<file path="config.mk">
export PLATFORM = sky130hd
export DESIGN_NAME = traffic_signal_controller
export DESIGN_NICKNAME = d
export VERILOG_FILES = /design/src/rtl/tsc_pkg.sv /design/src/rtl/tsc_interval_timer.sv /design/src/rtl/traffic_signal_controller.sv
export SDC_FILE = /design/constraint.sdc
export NUM_CORES = 1
export LEC_CHECK = 0
export CORE_MARGIN = 3
export CORE_UTILIZATION = 30
export DETAILED_ROUTE_END_ITERATION = 8
export GPL_TIMING_DRIVEN = 0
export PLACE_DENSITY = 0.56
export SLEW_MARGIN = 20
export SYNTH_ARGS = -nofsm -noshare
export SYNTH_HDL_FRONTEND = slang
export SYNTH_SLANG_ARGS = --single-unit
</file>
<file path="constraint.sdc">
create_clock -name clk -period 1.9 [get_ports clk]
set_input_delay 0.38 -clock clk [delete_from_list [all_inputs] [get_ports clk]]
set_output_delay 0.38 -clock clk [all_outputs]
set_load 0.05 [all_outputs]
</file>
<file path="src/rtl/tsc_pkg.sv">
// Shared colour and state encodings for the highway/country-road signal controller.
package tsc_pkg;

  localparam logic [1:0] RED    = 2'd0;
  localparam logic [1:0] YELLOW = 2'd1;
  localparam logic [1:0] GREEN  = 2'd2;

  typedef enum logic [2:0] {
    S0_HWY_GREEN   = 3'd0,
    S1_HWY_YELLOW  = 3'd1,
    S2_ALL_RED     = 3'd2,
    S3_CTRY_GREEN  = 3'd3,
    S4_CTRY_YELLOW = 3'd4
  } tsc_state_e;

  function automatic int tsc_max3(input int a, input int b, input int c);
    int m;
    m = (a > b) ? a : b;
    return (m > c) ? m : c;
  endfunction

endpackage

</file>
<file path="src/rtl/tsc_interval_timer.sv">
// Loadable down-counter for the timed controller states; done_o is high once the count reaches zero.
module tsc_interval_timer #(
  parameter int W = 3
) (
  input  logic         clk,
  input  logic         clr_n,
  input  logic         load_i,
  input  logic [W-1:0] load_val_i,
  output logic         done_o
);

  logic [W-1:0] count_q;

  always_ff @(posedge clk or negedge clr_n) begin
    if (!clr_n) begin
      count_q <= '0;
    end else if (load_i) begin
      count_q <= load_val_i;
    end else if (count_q != '0) begin
      count_q <= count_q - 1'b1;
    end
  end

  assign done_o = (count_q == '0);

endmodule

</file>
<file path="src/rtl/traffic_signal_controller.sv">
// Moore FSM for a highway/country-road intersection. Define TSC_MAX_GREEN_EN to cap
// country green at MAX_CTRY_GREEN cycles and hold highway green for Y2R_DELAY cycles afterwards.
module traffic_signal_controller
  import tsc_pkg::*;
#(
  parameter int Y2R_DELAY      = 3,
  parameter int R2G_DELAY      = 2,
  parameter int MAX_CTRY_GREEN = 8
) (
  input  logic       clk,
  input  logic       reset,
  input  logic       x,
  output logic [1:0] hwy,
  output logic [1:0] country
);

  localparam int MAX_DLY = tsc_max3(Y2R_DELAY, R2G_DELAY, MAX_CTRY_GREEN);
  localparam int CNT_W   = (MAX_DLY > 1) ? $clog2(MAX_DLY + 1) : 1;

  // The timer is loaded with N-1 on entry so a timed state lasts exactly N clocks.
  localparam logic [CNT_W-1:0] Y2R_LOAD = CNT_W'(Y2R_DELAY - 1);
  localparam logic [CNT_W-1:0] R2G_LOAD = CNT_W'(R2G_DELAY - 1);
`ifdef TSC_MAX_GREEN_EN
  localparam logic [CNT_W-1:0] MAXG_LOAD = CNT_W'(MAX_CTRY_GREEN - 1);
`endif

  tsc_state_e       state_q, state_d;
  logic             tmr_load;
  logic [CNT_W-1:0] tmr_val;
  logic             tmr_done;

  tsc_interval_timer #(.W(CNT_W)) u_timer (
    .clk        (clk),
    .clr_n      (reset),
    .load_i     (tmr_load),
    .load_val_i (tmr_val),
    .done_o     (tmr_done)
  );

  always_ff @(posedge clk or negedge reset) begin
    if (!reset) begin
      state_q <= S0_HWY_GREEN;
    end else begin
      state_q <= state_d;
    end
  end

  always_comb begin
    state_d  = state_q;
    tmr_load = 1'b0;
    tmr_val  = '0;
    case (state_q)
      S0_HWY_GREEN: begin
`ifdef TSC_MAX_GREEN_EN
        if (x && tmr_done) begin
`else
        if (x) begin
`endif
          state_d  = S1_HWY_YELLOW;
          tmr_load = 1'b1;
          tmr_val  = Y2R_LOAD;
        end
      end
      S1_HWY_YELLOW: begin
        if (tmr_done) begin
          state_d  = S2_ALL_RED;
          tmr_load = 1'b1;
          tmr_val  = R2G_LOAD;
        end
      end
      S2_ALL_RED: begin
        if (tmr_done) begin
          state_d = S3_CTRY_GREEN;
`ifdef TSC_MAX_GREEN_EN
          tmr_load = 1'b1;
          tmr_val  = MAXG_LOAD;
`endif
        end
      end
      S3_CTRY_GREEN: begin
`ifdef TSC_MAX_GREEN_EN
        if (!x || tmr_done) begin
`else
        if (!x) begin
`endif
          state_d  = S4_CTRY_YELLOW;
          tmr_load = 1'b1;
          tmr_val  = Y2R_LOAD;
        end
      end
      S4_CTRY_YELLOW: begin
        if (tmr_done) begin
          state_d = S0_HWY_GREEN;
`ifdef TSC_MAX_GREEN_EN
          // Highway hold-off before country may request again.
          tmr_load = 1'b1;
          tmr_val  = Y2R_LOAD;
`endif
        end
      end
      default: state_d = S0_HWY_GREEN;
    endcase
  end

  always_comb begin
    hwy     = RED;
    country = RED;
    case (state_q)
      S0_HWY_GREEN:   hwy     = GREEN;
      S1_HWY_YELLOW:  hwy     = YELLOW;
      S3_CTRY_GREEN:  country = GREEN;
      S4_CTRY_YELLOW: country = YELLOW;
      default:        ;
    endcase
  end

endmodule

</file>
### Yosys cells after proc, flatten, opt, wreduce, memory -nomap -nowiden

Index checks and enable logic that the tools add are counted.

| word-level totals | value |
|---|---|
| register bits | 7 |
| bits in latches | 0 |
| memory bits (writable) | 0 |
| bits in read-only memories | 0 |
| word-level logic and storage cells | 35 |
| memories | 0 |

| cells by class | value |
|---|---|
| add/sub/neg operators | 1 |
| $mul | 0 |
| div/mod/pow operators | 0 |
| $lt $le $gt $ge | 0 |
| eq/ne operators | 9 |
| shifts and indexed selects | 0 |
| mux-type cells | 18 |
| bitwise gates (word level) | 0 |
| reduce and logical (&&, ||, !) cells | 5 |

Operator list:

| cell | count |
|---|---|
| $mux W3 | 5 |
| $pmux W3 S5 | 1 |
| $ne A2 B2 Y1 const B | 5 |
| $mux W4 | 2 |
| $pmux W2 S2 | 2 |
| $eq A3 B2 Y1 const B | 2 |
| $pmux W2 S3 | 1 |
| $reduce_and A5 Y1 | 1 |
| $logic_not A4 Y1 | 1 |
| $mux W1 | 4 |
| $mux W2 | 2 |
| $reduce_bool A4 Y1 | 1 |
| $sub A4 B1 Y4 const B | 1 |
| $eq A3 B1 Y1 const B | 1 |
| $eq A3 B3 Y1 const B | 1 |
| $logic_not A3 Y1 | 1 |
| $pmux W1 S3 | 1 |
| $reduce_bool A2 Y1 | 1 |

### Longest topological paths before layout

Gate-level depths: netlist of run 1.

| depth | value |
|---|---|
| depth after elaboration | 4 |
| depth in mapped cells | 5 |
| depth with buffers taken out | 5 |

### Hierarchy

A second synthesis of run 1 with hierarchy kept.

| unflattened totals | value |
|---|---|
| cells, all modules | 52 |
| area total of the unflattened synthesis | 471.7 µm² |

Modules (own cells, without submodules):

| module | times used | cells an instance | area each (µm²) | sequential area each (µm²) |
|---|---|---|---|---|
| traffic_signal_controller | 1 | 30 | 237.7 | 75.1 |
| tsc_interval_timer | 1 | 22 | 234.0 | 100.1 |

### Worst setup path before layout of run 1

Ideal clock, no wire load.

| timing | value |
|---|---|
| path type | register to output |
| from | register state_q[1] |
| to | output country[1] |
| data arrival time | 1.731 ns |
| required time | 1.520 ns |
| slack | -0.211 ns |
| cell stages (with the launch flop) | 3 |
| buffers on the path | 1 |
| cell sequence | dfrtp_1 -> buf_2 -> nor3b_1 |

| on the way | value |
|---|---|
| word-level cells in the longest chain between the ends | 2 |

Ends and longest elaborated chain:

| item | line | RTL |
|---|---|---|
| start: declaration | traffic_signal_controller.sv:27 | `tsc_state_e state_q, state_d;` |
| start signal: assignment | traffic_signal_controller.sv:44 | `state_q <= state_d;` |
| $eq A3 B3 Y1 or $eq A3 B2 Y1 (tied branches) | traffic_signal_controller.sv:108 | `case (state_q)` |
| $pmux W2 S2 (*) | traffic_signal_controller.sv:108 |  |
| end: declaration | traffic_signal_controller.sv:14 | `output logic [1:0] country` |

Mark *: on every way between the ends. The rest lies on a longest branch, timed or not.

### Worst setup path after layout of run 1

| timing | value |
|---|---|
| from | register state_q[2] |
| to | output hwy[0] |

| on the way | value |
|---|---|
| word-level cells in the longest chain between the ends | 2 |

Ends and longest elaborated chain:

| item | line | RTL |
|---|---|---|
| $eq A3 B1 Y1 or $logic_not A3 Y1 (tied branches) | traffic_signal_controller.sv:108 |  |
| $pmux W2 S2 (*) | traffic_signal_controller.sv:108 |  |
| end: declaration | traffic_signal_controller.sv:13 | `output logic [1:0] hwy,` |

Marks and branches as above.

==> impl_metrics.ini, run 1 <==
[setup_path]
cp-start-kind = flop
r2r_cells = 5
path_delay_family = flip-flops
path_cells = nor3b_4 -> clkdlybuf4s15_2
slowest_stage = dfrtp_1
slowest_delay_ps = 500
setup.worst_path.class = reg -> out
critPathBufInv = 1
crit_cells = 2
crit_path_max_fanout = 7
cp.arrival_ps = 1420
crit_path_end_kind = output port
critical_path_required_ps = 1520

[floorplan]
die_w_um = 43.7
fp-row-count = 12
die_h_um = 43.7
dieArea_um2 = 1910
ioPinCount = 7
core_um2 = 1220
floorplan.initialDensity_pct = 35.0

[global_routing]
first_global_vias = 346
overflow = 0
grt_max_degree = 11
antenna_found_initial = 0
grt_util_all_layers_pct = 10.4
grt_pass1_wl_um = 1430

[drt]
first_pass_iters = 2
wl_per_cell_um = 11.6
ant_nets = 0
routed_wl_um = 798
num_vias = 340
route.detailed.drc = 0
viasPerCell = 4.93
drt_iter0_markers = 4

[clock_network]
cts_hold_buf = 0
clockBufferDepth = 2
cts_root_buffer = clkbuf_4
cts_buffers = 3
clkLatencyLatePin_ps = 240
cts_tree = done
cts.sinks = 7
clk_pin_slew_ps = 50
cts_setup_buffers = 0
htree_levels = 1

[yosys]
yosys.area_share.adder_pct = 2.94
synthMuxAreaShare_pct = 2.35
synth_top_family_by_area = simple AND/OR/NAND/NOR gates
ys_seq_area_share_pct = 41.2
yosys.area_share.simple_pct = 32.4
synth_compound_area_share_pct = 13.5
syn_nets = 49
synthXorXnorAreaFrac_pct = 2.06
ys_types = 25
ys_seq_elements = 7
syn-instance-count = 45
syn_area_um2 = 425
ys_warn_count = 0
syn_avg_cell_area_um2 = 9.45

[place]
hpwl_um = 595
place_area_um2 = 513
io_buffers = 6
gp_congestion = 0.654

[final_layout]
seq_area_um2 = 175
fin_nets = 60
syn_to_final_growth_pct = 23.5
multi_input_comb_area_um2 = 236
final_cell_area_um2 = 526
diodes = 0
drive_gt1_share_pct = 27.3
nFillCells = 130

[sta]
slew_headroom_pct = 75.0
min_period_ps = 1800
fin_setup_tns_ps = 0
drv_slew = 0
hold_viol_final = 0
clock.fmax_mhz = 554
finalSetupViolCount = 0
skew_ps = 2.91
worst_pin_slew_ps = 375
rsz0062_at_grt = no
fin_crit_sh_pct = 95.0

[status]
status = finished, final reports clean

[job]
drv_cap = 0

[power]
powerDensity_nw_per_um2 = 1890
ir_worst_vdd_mv = 0.803
power_leakage_nw = 0.239

[min_path]
holdCritPathClass = in -> async
-- worst register-to-register path, cell delays in order (launching register included) --
cell and delay, ps:
dfrtp_1 370, inv_1 80, ha_1 210, nor3b_4 380, nor2_1 80, a211o_1 270
-- power breakdown --
part           switching [W]  internal, W  total (W)
logic               0.000336     0.000231   0.000567
registers          0.0000785     0.000215   0.000294
clock network      0.0000507    0.0000799   0.000131
total               0.000465     0.000526   0.000991
-- cells in the mapped netlist --
cell | n | area (um^2)
a211o_1 | 1 | 8.76
a21oi_1 | 2 | 10.0
a21oi_2 | 1 | 8.76
a31oi_1 | 1 | 6.26
and2_2 | 1 | 7.51
buf_2 | 1 | 5.00
dfrtp_1 | 7 | 175
ha_1 | 1 | 12.5
inv_1 | 4 | 15.0
inv_2 | 1 | 3.75
mux2i_1 | 1 | 10.0
nand2_1 | 2 | 7.51
nand2b_1 | 1 | 6.26
nand3_1 | 1 | 5.00
nand3b_1 | 3 | 22.5
nor2_1 | 5 | 18.8
nor3_1 | 2 | 10.0
nor3b_1 | 1 | 7.51
nor3b_4 | 2 | 37.5
o21ai_0 | 2 | 10.0
o21ai_1 | 1 | 5.00
o2bb2ai_1 | 1 | 8.76
or3_1 | 1 | 6.26
or3b_1 | 1 | 8.76
xnor2_1 | 1 | 8.76
-- routing by layer --
metal  routed length (um)  part of all wire (%)  track usage, %  up-vias
met5                    0                     0               0        -
met4                   14                   1.8            7.23        0
met3                   23                   2.9            2.90        2
met2                  377                    47            14.8        6
met1                  381                    48            13.4      157
li1                     -                     -               -      175
-- registers in the layout (all words and copies together) (netlist names) --
name and count:
u_timer.count_q 4, state_q 3
-- area by class of cell --
cell class / count / area share, %
well taps: 14 / 3.33
repair buffers: 6 / 8.81
multi-input cells: 32 / 45.0
clock buffers: 4 / 5.00
inverters: 5 / 3.57
flip-flops and latches: 7 / 33.3
plain buffers: 1 / 0.952
-- cell usage in the layout (no fill, tap or decap), types with 3 or more instances in the layout --
cell      count
dfrtp_1       7
inv_1         4
nand3b_1      3
clkbuf_4      3
nor2_1        5
buf_2         3
-- logic make-up (layout without fill, tap and decap cells) --
group / after synthesis / after routing
flops: 7 / 7
mux: 1 / 1
simple gates: 20 / 20
buf+inv: 6 / 16
xor+xnor: 1 / 1
fa+ha+maj: 1 / 1
compound gates: 9 / 9
-- repair_timing --
action                                  4_1_cts  5_1_grt
gates resized for setup                      10        6
pin swaps                                     0        0
endpoints found under the setup margin        4        3
hold endpoints to repair                      0        0
gates cloned                                  0        0
-- final timing paths --
check,startpoint,to,slack [ps]
min reg2reg,u_timer.count_q[2],u_timer.count_q[2],620
max in group asynchronous,reset,state_q[1],1260
min in group clk,u_timer.count_q[2],u_timer.count_q[2],620
max,state_q[2],hwy[0],100
max reg2reg,u_timer.count_q[0],u_timer.count_q[1],390
min,reset,u_timer.count_q[1],400
-- per-stage QoR --
step	hold WS [ps]	std cells	setup slack (ps)	util (%)	power, W
after CTS	400	69	17.4	44.5	0.00102
final	397	69	95.9	43.2	0.000991
after floorplan	84.4	45	303	-	0.000749
after global placement	613	65	-106	42.2	0.000892
after detailed placement	618	65	-98.1	42.2	0.000896
after global routing	408	69	32.8	43.2	0.00108
(Power assumes the default switching activity.)
==> run 2, diff against run 1 <==
clock period = 1.7 ns   (was 1.9 ns; I/O delays follow)
==> run 2 against run 1 <==
Effect of this change: sequential share of layout area shrank 0.70 points; via count grew 1.8%; sequential power grew 13%; non-clock buffer count is the same; first-iteration DRC count shrank 75%.
==> impl_metrics.ini, run 2 (synthesis results as in run 1) <==
[final_layout]
top_register = u_timer.count_q
fin_nets = 60
final_common_cell = dfrtp_1
diodes = 0
finalNonFillerCells = 69
final_cell_area_um2 = 537
drive_gt1_share_pct = 27.3
syn_to_final_growth_pct = 26.2
nFillCells = 129
reg_top3 = u_timer.count_q (4), state_q (3)
largest_register_ffs = 4
mostFrequentLayoutCells = dfrtp_1 (7), nor2_1 (5), inv_1 (4), clkbuf_4 (4)

[sta]
worst_pin_slew_ps = 392
rsz0062_at_grt = yes
skew_ps = 4.42
min_period_ps = 1640
clock.fmax_mhz = 608
drv_slew = 0
hold_viol_final = 0
fin_ws_ps = 55.5
fin_crit_sh_pct = 96.7
finalSetupViolCount = 0
slew_headroom_pct = 73.9
fin_setup_tns_ps = 0

[job]
drv_cap = 0

[drt]
drt_iter0_markers = 1
wl_per_cell_um = 11.9
num_vias = 346
first_pass_iters = 2
viasPerCell = 5.01
route.detailed.drc = 0
ant_nets = 0
routed_wl_um = 821

[status]
status = finished, final reports clean

[floorplan]
die_w_um = 43.7
floorplan.initialDensity_pct = 35.0
ioPinCount = 7
dieArea_um2 = 1910
die_h_um = 43.7
fp-row-count = 12
core_um2 = 1220

[place]
place_ws_ps = -258
io_buffers = 6
gp_congestion = 0.654
hpwl_um = 595
place_area_um2 = 513
dp_cells = 65

[clock_network]
cts_buffers = 3
clockBufferDepth = 2
cts_tree = done
htree_levels = 1
cts_hold_buf = 0
cts_root_buffer = clkbuf_4
cts.sinks = 7
clkLatencyLatePin_ps = 250
clk_pin_slew_ps = 50

[setup_path]
slowest_stage = dfrtp_1
critPathLaunch = state_q[2]
r2r_start = u_timer.count_q[0]
path_cells = nor3b_4 -> clkbuf_4
r2r_setup_slack_ps = 190
setup.worst_path.class = reg -> out
slowest_delay_ps = 510
r2r_cells = 5
crit_path_max_fanout = 7
r2r-end = u_timer.count_q[1]
crit_path_end_kind = output port
cp-start-kind = flop
critical_path_required_ps = 1360
cp.arrival_ps = 1300
cp-endpoint = hwy[0]

[power]
power_w = 0.00113
ir_worst_vdd_mv = 0.907
power_leakage_nw = 0.240
powerDensity_nw_per_um2 = 2100

[global_routing]
antenna_found_initial = 0
grt_max_degree = 11
first_global_vias = 330
grt_pass1_wl_um = 1370
grt_util_all_layers_pct = 10.1
overflow = 0

[min_path]
holdCritPathClass = in -> async
-- run 2: changes by cell type in the layout (fill, tap and decap cells not counted) --
cell	delta
buf_6	+1
nor3b_4	+1
clkdlybuf4s15_2	-1
nor3b_2	-1
clkbuf_2	-1
clkbuf_4	+1
buf_4	+1
buf_2	-1
-- run 2: critical path, delay by kind of cell (launching register included) --
family                 cells  cell delay (ps)
and+or+nand+nor            1              280
buffers and inverters      1              270
DFF                        1              510
-- run 2: per-stage QoR --
step                hold WS [ps]  utilization, %
finish                       355            44.1
global route                 368            44.1
CTS                          360            43.2
detailed placement           618            42.2
global placement             613            42.2
floorplan                   44.4               -
-- run 2: area by class of cell --
cell class	instances	area, um^2	share of cell area, %
tap	14	17.5	3.26
buffer	1	5.00	0.932
timing repair buffer	6	51.3	9.56
multi-input combinational	32	243	45.2
sequential	7	175	32.6
inverter	5	18.8	3.50
clock buffer	4	26.3	4.90
-- run 2: worst min path at each step --
| stage | cells after the start | endpoint | start | slack [ps] |
|---|---|---|---|---|
| global route | 1 | u_timer.count_q[1] | reset | 370 |
| CTS | 1 | u_timer.count_q[1] | reset | 360 |
| global placement | 2 | u_timer.count_q[2] | u_timer.count_q[2] | 610 |
| detailed placement | 2 | u_timer.count_q[2] | u_timer.count_q[3] | 620 |
| floorplan | 0 | state_q[0] | reset | 40 |
| finish | 1 | u_timer.count_q[1] | reset | 350 |
-- run 2: where the power goes --
part           switching (W)  leakage, nW  internal (W)  total, W
sequential         0.0000920       0.0885      0.000240  0.000332
clock              0.0000576       0.0150     0.0000893  0.000147
combinational       0.000381        0.137      0.000269  0.000650
total               0.000531        0.240      0.000599   0.00113
-- run 2: what timing repair did --
item | in CTS | in global routing
cloned | 0 | 0
gates resized for setup | 18 | 9
endpoints found under the setup margin | 4 | 4
buffers inserted | 0 | 0
-- run 2: layer usage --
metal / global-route usage [%] / part of all wire, % / vias up
met4: 7.23 / 1.7 / 0
met5: 0 / 0 / -
met3: 2.49 / 3.0 / 2
li1: - / - / 176
met2: 14.2 / 48 / 6
met1: 13.1 / 47 / 162
==> run 3, diff against run 2 <==
SKIP_CTS_REPAIR_TIMING = 1   (was unset)
==> run 3 against run 2 <==
Effect of this change: critical path depth stayed put; combinational power hardly changed; clock power hardly changed; via count is 0.58% higher; hold slack stayed put; critical path type unchanged; non-clock buffer count stayed put; highest routed layer unchanged; routed wire length is 0.49% lower; final cell count stayed put; largest cell class unchanged; maximum frequency hardly changed.
==> impl_metrics.ini, run 3 (synthesis results as in run 1) <==
[status]
status = finished, final reports clean

[setup_path]
r2r_start = u_timer.count_q[0]
crit_path_max_fanout = 7
cp.arrival_ps = 1300
cp-start-kind = flop
critPathLaunch = state_q[2]
r2r_setup_slack_ps = 190
crit_path_end_kind = output port
critical_path_required_ps = 1360
setup.worst_path.class = reg -> out

[drt]
num_vias = 348
viasPerCell = 5.04
route.detailed.drc = 0
highest-signal-layer = met4
wl_per_cell_um = 11.8
drt_iter0_markers = 1
met3_wirelength_um = 25
routed_wl_um = 817
route.met2.wl_um = 393
ant_nets = 0
wl_met1_um = 383
first_pass_iters = 2

[global_routing]
overflow = 0
grt_util_all_layers_pct = 10.2
antenna_found_initial = 0
grt_pass1_wl_um = 1400
grt_max_degree = 11
first_global_vias = 338

[power]
ir_worst_vdd_mv = 0.904
power_w = 0.00113
comb_power_share_pct = 57.5
intPower_w = 0.000598
p_seq_share_pct = 29.4
power_switching_w = 0.000531
power_leakage_nw = 0.240
p_clk_share_pct = 13.0
p_sw_share_pct = 47.0
powerDensity_nw_per_um2 = 2100

[final_layout]
final_common_cell = dfrtp_1
diodes = 0
final_cell_area_um2 = 537
drive_gt1_share_pct = 27.3
top_register = u_timer.count_q
reg_top3 = u_timer.count_q (4), state_q (3)
fin_nets = 60
mostFrequentLayoutCells = dfrtp_1 (7), nor2_1 (5), inv_1 (4), clkbuf_4 (4)
largest_register_ffs = 4
syn_to_final_growth_pct = 26.2

[sta]
skew_ps = 4.42
finalSetupViolCount = 0
rsz0062_at_grt = yes
hold_viol_final = 0
min_period_ps = 1640
drv_slew = 0
worst_pin_slew_ps = 392
slew_headroom_pct = 73.9
fin_crit_sh_pct = 96.7
clock.fmax_mhz = 608

[min_path]
holdCritPathClass = in -> async

[clock_network]
cts.sinks = 7
clk_pin_slew_ps = 50
cts_tree = done
clockBufferDepth = 2
cts_buffers = 3
clkLatencyLatePin_ps = 250
htree_levels = 1
cts_root_buffer = clkbuf_4

[floorplan]
ioPinCount = 7
die_w_um = 43.7
floorplan.initialDensity_pct = 35.0
core_um2 = 1220
die_h_um = 43.7
dieArea_um2 = 1910
fp-row-count = 12

[place]
place_area_um2 = 513
hpwl_um = 595
io_buffers = 6
gp_congestion = 0.654

[job]
drv_cap = 0
-- run 3: critical path: stages (launching register included) --
cell and delay (ps):
dfrtp_1 510, nor3b_4 280, clkbuf_4 270
-- run 3: cell type report --
class	count	area, um^2
Fill cell	129	679
Buffer	1	5.00
Tap cell	14	17.5
Inverter	5	18.8
Timing Repair Buffer	6	51.3
Multi-Input combinational cell	32	243
Clock buffer	4	26.3
Sequential cell	7	175
-- run 3: power groups by stage --
stage	registers (W)	logic [W]	clock network (W)
finish	0.000332	0.000650	0.000147
global route	0.000348	0.000709	0.000162
detailed placement	0.000334	0.000667	0
global placement	0.000331	0.000665	0
CTS	0.000331	0.000672	0.000153
floorplan	0.000313	0.000524	0
-- run 3: path summary, 6_finish.rpt --
path                                           end  depth (start not counted)
worst max-delay path                        hwy[0]                          2
worst min-delay path            u_timer.count_q[1]                          1
worst max register to register  u_timer.count_q[1]                          5
worst min register to register  u_timer.count_q[2]                          2
max in group asynchronous               state_q[1]                          1
min in group clk                u_timer.count_q[2]                          2
-- run 3: metal layers --
| layer | vias to the layer above | global-route usage, % |
|---|---|---|
| met2 | 6 | 14.2 |
| li1 | 176 | - |
| met5 | - | 0 |
| met3 | 2 | 2.90 |
| met4 | 0 | 7.23 |
| met1 | 164 | 13.4 |
-- run 3: stage by stage --
step / utilization [%] / setup WS, ps / cells / hold WS (ps) / setup TNS [ps]
2_1_floorplan: - / 143 / 45 / 44.4 / 0
3_3_place_gp: 42.2 / -266 / 65 / 613 / -878
3_5_place_dp: 42.2 / -258 / 65 / 618 / -855
4_1_cts: 44.3 / -536 / 69 / 360 / -1970
5_1_grt: 44.1 / -0.819 / 69 / 368 / -0.819
6_report: 44.1 / 55.5 / 69 / 355 / 0
